$ cat src/rtl/ibex_ascon_defines.sv
// Shared ASCON definitions: state layout, round constants, rotation amounts,
// permutation FSM states and small helpers.
// Word i (x0..x4) lives in register pairs x12/13, x14/15, x16/17, x28/29, x30/31;
// bits 63:32 sit in reg_view.x_hi[i], bits 31:0 in reg_view.x_low[i].
package ibex_ascon_defines;

  localparam int unsigned AsconNumWords  = 5;
  localparam int unsigned AsconMaxRounds = 12;

  typedef struct packed {
    logic [AsconNumWords-1:0][31:0] x_hi;
    logic [AsconNumWords-1:0][31:0] x_low;
  } ascon_reg_view_t;

  typedef struct packed {
    ascon_reg_view_t reg_view;
  } ascon_state_t;

  typedef enum logic [1:0] {
    AsconIdle = 2'd0,
    AsconRun  = 2'd1,
    AsconWb   = 2'd2
  } ascon_perm_state_e;

  // Element [0] is c[0] = 0xf0, element [11] is c[11] = 0x4b.
  localparam logic [11:0][7:0] AsconRoundConst = {
    8'h4b, 8'h5a, 8'h69, 8'h78, 8'h87, 8'h96,
    8'ha5, 8'hb4, 8'hc3, 8'hd2, 8'he1, 8'hf0
  };

  // Rotate-right amount pairs of the linear layer, indexed by word.
  localparam logic [4:0][5:0] AsconRotA = {6'd7,  6'd10, 6'd1, 6'd61, 6'd19};
  localparam logic [4:0][5:0] AsconRotB = {6'd41, 6'd17, 6'd6, 6'd39, 6'd28};

  // Out-of-range indices return 0 so an unused lookahead index is harmless.
  function automatic logic [7:0] ascon_round_const(input logic [3:0] idx);
    logic [7:0] rc;
    rc = 8'h00;
    if (idx < 4'd12) rc = AsconRoundConst[idx];
    return rc;
  endfunction

  function automatic logic [63:0] ascon_ror(input logic [63:0] x, input logic [5:0] amt);
    return (x >> amt) | (x << (7'd64 - {1'b0, amt}));
  endfunction

endpackage

$ cat src/rtl/ibex_ascon_round.sv
// One combinational ASCON round: constant addition, bitsliced S-box, linear layer.
module ibex_ascon_round
  import ibex_ascon_defines::*;
(
  input  ascon_state_t state_i,
  input  logic [7:0]   const_i,
  output ascon_state_t state_o
);

  logic [4:0][63:0] a;
  logic [4:0][63:0] t;
  logic [4:0][63:0] b;
  logic [4:0][63:0] y;

  // Unpack the words, run the three round steps, and repack into register view.
  always_comb begin
    a = '0;
    t = '0;
    b = '0;
    y = '0;
    state_o = '0;
    for (int i = 0; i < 5; i++) begin
      a[i] = {state_i.reg_view.x_hi[i], state_i.reg_view.x_low[i]};
    end
    a[2] = a[2] ^ {56'h0, const_i};
    a[0] = a[0] ^ a[4];
    a[4] = a[4] ^ a[3];
    a[2] = a[2] ^ a[1];
    for (int i = 0; i < 5; i++) begin
      t[i] = ~a[i] & a[(i + 1) % 5];
    end
    for (int i = 0; i < 5; i++) begin
      b[i] = a[i] ^ t[(i + 1) % 5];
    end
    b[1] = b[1] ^ b[0];
    b[0] = b[0] ^ b[4];
    b[3] = b[3] ^ b[2];
    b[2] = ~b[2];
    for (int i = 0; i < 5; i++) begin
      y[i] = b[i] ^ ascon_ror(b[i], AsconRotA[i]) ^ ascon_ror(b[i], AsconRotB[i]);
      state_o.reg_view.x_hi[i]  = y[i][63:32];
      state_o.reg_view.x_low[i] = y[i][31:0];
    end
  end

endmodule

$ cat src/rtl/ibex_ascon_perm_unit.sv
// Sequential ASCON permutation engine beside the ALU. Captures the register-file
// ASCON state, runs 1..12 rounds (c[12-n]..c[11]) and writes back with a single
// update strobe. Optional build macro ASCON_PERM_UNROLL2_EN chains two rounds
// per cycle; the result is identical either way.
module ibex_ascon_perm_unit
  import ibex_ascon_defines::*;
#(
  parameter int unsigned DefaultRounds = 12
) (
  input  logic         clk_i,
  input  logic         rst_ni,
  input  logic         start_i,
  input  logic [3:0]   rounds_i,
  input  logic         abort_i,
  input  ascon_state_t state_i,
  output ascon_state_t state_o,
  output logic         we_update_o,
  output logic         busy_o,
  output logic         done_o
);

  localparam logic [3:0] DefaultRoundsW = 4'(DefaultRounds);

  ascon_perm_state_e fsm_q;
  ascon_state_t      state_q;
  ascon_state_t      state_d;
  ascon_state_t      roundOne;
  logic [3:0]        round_q;
  logic [3:0]        round_d;
  logic [3:0]        roundsEff;
  logic [3:0]        startRound;

  // Map the requested round count: 0 means the default, anything above 12 clamps.
  always_comb begin
    roundsEff = rounds_i;
    if (rounds_i == 4'd0) begin
      roundsEff = DefaultRoundsW;
    end else if (rounds_i > 4'd12) begin
      roundsEff = 4'd12;
    end
    startRound = 4'd12 - roundsEff;
  end

  ibex_ascon_round u_round0 (
    .state_i (state_q),
    .const_i (ascon_round_const(round_q)),
    .state_o (roundOne)
  );

`ifdef ASCON_PERM_UNROLL2_EN
  ascon_state_t roundTwo;

  ibex_ascon_round u_round1 (
    .state_i (roundOne),
    .const_i (ascon_round_const(round_q + 4'd1)),
    .state_o (roundTwo)
  );

  // Take two rounds while at least two remain, otherwise finish with one.
  always_comb begin
    state_d = roundOne;
    round_d = round_q + 4'd1;
    if (round_q <= 4'd10) begin
      state_d = roundTwo;
      round_d = round_q + 4'd2;
    end
  end
`else
  // One round per RUN cycle.
  always_comb begin
    state_d = roundOne;
    round_d = round_q + 4'd1;
  end
`endif

  // Control FSM: latch on start, iterate rounds, one writeback cycle, abort to idle.
  always_ff @(posedge clk_i or negedge rst_ni) begin
    if (!rst_ni) begin
      fsm_q   <= AsconIdle;
      round_q <= 4'd0;
      state_q <= '0;
    end else begin
      case (fsm_q)
        AsconIdle: begin
          if (start_i && !abort_i) begin
            state_q <= state_i;
            round_q <= startRound;
            fsm_q   <= AsconRun;
          end
        end
        AsconRun: begin
          if (abort_i) begin
            fsm_q <= AsconIdle;
          end else begin
            state_q <= state_d;
            round_q <= round_d;
            if (round_d == 4'd12) fsm_q <= AsconWb;
          end
        end
        AsconWb: begin
          fsm_q <= AsconIdle;
        end
        default: begin
          fsm_q <= AsconIdle;
        end
      endcase
    end
  end

  // An abort in the writeback cycle suppresses the strobe in that same cycle.
  always_comb begin
    we_update_o = (fsm_q == AsconWb) && !abort_i;
    done_o      = we_update_o;
    busy_o      = (fsm_q != AsconIdle);
    state_o     = state_q;
  end

endmodule

$ cat config.mk
export PLATFORM = sky130hd
export DESIGN_NAME = ibex_ascon_perm_unit
export DESIGN_NICKNAME = d
export VERILOG_FILES = /design/src/rtl/ibex_ascon_defines.sv /design/src/rtl/ibex_ascon_round.sv /design/src/rtl/ibex_ascon_perm_unit.sv
export SDC_FILE = /design/constraint.sdc
export NUM_CORES = 2
export LEC_CHECK = 0
export BUFFER_PORTS_ARGS = -buffer_cell sky130_fd_sc_hd__clkbuf_2
export CORE_ASPECT_RATIO = 2
export CORE_MARGIN = 3
export CORE_UTILIZATION = 50
export CTS_CLUSTER_DIAMETER = 50
export DETAILED_ROUTE_END_ITERATION = 16
export GPL_TIMING_DRIVEN = 0
export PLACE_DENSITY = 0.74
export SETUP_SLACK_MARGIN = 0.02
export SYNTH_ARGS = -nofsm -noshare
export SYNTH_HDL_FRONTEND = slang
export SYNTH_HIERARCHICAL = 1
export SYNTH_SLANG_ARGS = --single-unit
$ cat constraint.sdc
create_clock -name clk_i -period 6.1 [get_ports clk_i]
set_input_delay 0.915 -clock clk_i [delete_from_list [all_inputs] [get_ports clk_i]]
set_output_delay 0.915 -clock clk_i [all_outputs]
set_load 0.01 [all_outputs]
* Yosys cells after proc, flatten, opt, wreduce, memory -nomap -nowiden
Memories as Yosys holds them, arrays and structs flattened.
Cells that the tools add are included.
** Word-level totals
- Word-level logic and storage cells :: 90
- Memories :: 1
- Bits in writable memories :: 0
- Bits in latches :: 0
- Output and inout port bits :: 323
- Input bits :: 328
- Register bits :: 326
- Bits in read-only memories :: 128
** Operators by class
- Bitwise gates (word level) :: 43
- Reductions and logical operators :: 9
- Equality and inequality tests :: 6
- Div/mod/pow operators :: 0
- Shift operators :: 0
- Add/subtract/negate cells :: 2
- Muxes and demuxes :: 14
- Magnitude comparators :: 3
- Multiply operators :: 0
** Memories
- (name not given) :: depth 16, bits a word 8, read ports 1, clocked after Yosys merged registers in 0, write ports 0, RTL line ibex_ascon_defines.sv:39 : if (idx < 4'd12) rc = AsconRoundConst[idx];
** Operator list (count)
- bitwise XOR 64 bit :: 21
- two-way mux 320 bit :: 2
- case mux 320 bit (2 select lines) :: 1
- NOT 64 bit :: 6
- bitwise AND 64 bit :: 5
- OR 23 x 64 -> 64 bit :: 1
- OR 25 x 64 -> 64 bit :: 1
- OR 3 x 64 -> 64 bit :: 1
- OR 36 x 64 -> 64 bit :: 1
- OR 45 x 64 -> 64 bit :: 1
- OR 47 x 64 -> 64 bit :: 1
- OR 54 x 64 -> 64 bit :: 1
- OR 57 x 64 -> 64 bit :: 1
- OR 58 x 64 -> 64 bit :: 1
- OR 63 x 64 -> 64 bit :: 1
- bitwise XOR 64 x 8 -> 64 bit :: 1
- two-way mux 4 bit :: 4
- two-way mux 8 bit :: 2
- case mux 4 bit (2 select lines) :: 1
- two-way mux 2 bit :: 3
- < comparator 4 x 5 -> 1 bit, second input constant :: 1
- adder 4 x 1 -> 4 bit, second input constant :: 1
- == test 4 bit, second input constant :: 1
- greater-than comparator 4 bit, second input constant :: 1
- 14 further kinds :: 17

* Longest topological paths before layout
- Depth in word-level cells :: 14
- Depth in mapped cells :: 9
- Mapped depth without buffers :: 9

* Hierarchy
Netlist, hierarchy kept.
** By module, submodules not included
- ibex_ascon_round :: area an instance 16658.5 um^2, instances 1, cells an instance 1543, sequential area each 0.0 um^2
- ibex_ascon_perm_unit :: area an instance 14836.7 um^2, instances 1, cells an instance 1798, sequential area each 8157.8 um^2

* Least setup slack after synthesis
No wires, ideal clock.
- Path kind :: input -> output
- From :: in abort_i
- To :: out we_update_o
- Data required time :: 5.185 ns
- Stages :: 2
- Path slack :: 3.707 ns
- Path buffers :: 1
- Arrival :: 1.478 ns
- Cell sequence :: nor3b_1 buf_4
** On the way
- Cells in the longest elaborated chain, start to end :: 2
** RTL lines
- start, declared :: RTL line ibex_ascon_perm_unit.sv:14 : input logic abort_i,
- zero test 1 bit :: RTL line ibex_ascon_perm_unit.sv:112 : we_update_o = (fsm_q == AsconWb) && !abort_i;
- logical AND 1 bit :: RTL line ibex_ascon_perm_unit.sv:112
- end, declared :: RTL line ibex_ascon_perm_unit.sv:17 : output logic we_update_o,
No other way between the ends.

==> impl_metrics.tcl <==
set metrics [dict create \
    status "finished, violations left" \
    violations "max-capacitance violations, max-slew violations" \
    io_pins 651 \
    synth.most_common_cell "nand2_1" \
    crit_slowest_cell "xnor2_1" \
    globalplace.congestion 1.08 \
    antenna_found_initial 10 \
    routed-via-count 29600 \
    clock_skew_ns 0.0201 \
    path_class "reg2reg" \
    fp.dieArea_um2 66200 \
    drive_above_1_share_pct 25.0 \
    fin_crit_ns 3.93 \
    critPathLaunch "round_q[3]" \
    critPathTopFamily "XOR/XNOR gates" \
    hold_viol 0 \
    yosysTopAreaCellShare_pct 25.9 \
    final_util_pct 59.9 \
    route.detailed.drc 0 \
    wl_um 176000 \
    core_area_um2 62100 \
    cp-start-kind "flip-flop" \
    nFillCells 5691 \
    grt_usage_pct 52.4 \
    die_w_um 183 \
    clk_pin_slew_ns 0.07 \
    cts_root_buffer "clkbuf_16" \
    arrival_ns 4.38 \
    synthArstFlopShare_pct 100 \
    path_cells "a21boi_0 -> xor2_1 -> ha_1 -> xnor2_1 -> xnor2_2 -> xnor3_1 -> nand2_1 -> a31oi_1" \
    synth_cell_type_count 35 \
    synthTopCellsByArea "dfrtp_1 (26%), xnor3_1 (16%), xnor2_1 (9.9%), nand2_1 (8.6%), a31oi_1 (6.4%)" \
    clock_latency_ns 0.57 \
    path_buf_inv 0 \
    postCtsSetupBuffers 0 \
    critPathMaxFanout 8 \
    ff2ff_setup_slack_ns 2.17 \
    dp_hpwl_um 147000 \
    nets 4498 \
    num_rows 129 \
    synth_nets 3799 \
    grt_pass1_vias 29200 \
    dr.pass1.iters 8 \
    critPathCaptureType "flip-flop" \
    synthFlopType "dfrtp_1" \
    drt.antenna.violating_nets 0 \
    rsz0062_at_grt "no" \
    post-route-cell-area_um2 37200 \
    hold_buffers 0 \
    worst_hold_slack_ns 0.300 \
    post_cts_resized 0 \
    netlist_area_um2 31500 \
    synth_top_cell_by_area "dfrtp_1" \
    htreeDepth 2 \
    fmax_mhz 254 \
    setup_violations 0 \
    hold_class "in2async" \
    fin_crit_sh_pct 64.5 \
    vias_per_cell 6.09 \
    slowest_delay_ns 1.02 \
    ys_seq_elements 326 \
    synth-seq-area-share_pct 25.9 \
    grt_max_degree 106 \
    cap_violations 11 \
    syn-instance-count 3341 \
    slew_violations 30 \
    first_iter_violations 3005 \
    io_buffers 650 \
    wl_per_cell_um 36.3 \
    postSynthAreaPerCell_um2 9.43 \
    yosys_warnings 6 \
    max_slew.worst_pin.slew_ns 1.62 \
    syn2layout_area_growth_pct 18.1 \
    worst_ep_required_time_ns 6.54 \
    reg2reg_from "round_q[3]" \
    cts-buffers-inserted 40 \
    cts_tree "done" \
    grt_pass1_wl_um 235000 \
    cts.sinks 326 \
    synth_edf_count 0 \
    start_util_pct 50.7 \
    yosys-top-cells-count "nand2_1 (721), nor2_1 (441), xnor2_1 (357), dfrtp_1 (326), a31oi_1 (323)" \
    die_h_um 361 \
    placed_area_um2 35900 \
    overflow 0 \
    relSlewSlack_pct -8.98 \
    cts.path.max_buffers 3 \
]
[layer usage]
metal	track usage [%]	vias up	share of wire, %	routed length [µm]
li1	-	12400	-	-
met4	60.8	0	15	27200
met3	12.9	848	9.1	16000
met2	81.9	2185	45	79300
met1	52.5	14200	31	53900
met5	0	-	0	0
[area by class of cell]
class                           count  area (µm²)  share of cell area, %
Multi-Input combinational cell   2688       21900                   58.8
Clock buffer                       51        1090                   2.94
Clock inverter                     16         168                  0.451
Inverter                          182         683                   1.84
Timing Repair Buffer              657        3390                   9.11
Sequential cell                   326        8160                   21.9
Antenna cell                       10        25.0                 0.0673
Buffer                            145         813                   2.19
Tap cell                          786         983                   2.64
[worst reg2reg max path, delay by kind of cell, from the launching register on]
kind | cells | cell delay [ns]
and+or+nand+nor | 1 | 0.08
AOI/OAI and AO/OA | 2 | 0.41
adders and majority gates | 1 | 0.35
xor gates and xnor gates | 4 | 2.45
DFF | 1 | 0.52
[worst paths after layout]
path	end	cells after the start
max	state_o[271]	8
min in group clk_i	fsm_q[1]	2
max in group asynchronous	state_o[146]	3
min reg2reg	state_o[70]	2
max reg2reg	state_o[271]	8
min	state_o[239]	1
[registers in the layout, summed over array words and instances (netlist names)]
signal and flops:
fsm_q 2, round_q 4, state_o 320
[metrics by stage]
stage / setup WS, ns / instances / TNS (ns)
2_1_floorplan: 3.71 / 3341 / 0
3_3_place_gp: -3.63 / 4777 / -1151.34
3_5_place_dp: 2.23 / 4784 / 0
4_1_cts: 2.20 / 4851 / 0
5_1_grt: 2.06 / 4854 / 0
6_report: 2.17 / 4861 / 0
[cells by family (layout without fill, tap and decap cells)]
group                    Yosys count  after routing  share of synthesized area (%)
adder cells (fa/ha/maj)          182            182                           6.90
flip-flops                       326            326                           25.9
multiplexers                      27             27                          0.858
other                              0             10                              0
AO/OA/AOI/OAI                    386            386                           7.46
buffers and inverters            327           1051                           4.75
XOR/XNOR                         918            918                           40.0
AND/OR/NAND/NOR                 1175           1175                           14.1
[placed cells by master, fill, tap and decap left out, drive strengths merged]
cell type	n
dfrtp	326
mux2i	27
o22ai	1
a211o	1
xnor2	476
xor2	186
clkinv	5
o21ai	27
clkbuf	710
inv	190
bufinv	1
nor3	6
nand3	1
nand2	721
and3	1
xnor3	223
or3	1
clkinvlp	2
nand2b	1
buf	143
a31oi	323
xor3	33
ha	130
and2b	1
maj3	52
a21oi	30
diode	10
or2	1
a21boi	2
nor2	441
nor3b	1
o21a	2
Power is not shown: default switching activity piles up to over one toggle a cycle in this logic, so the estimate is an artifact.
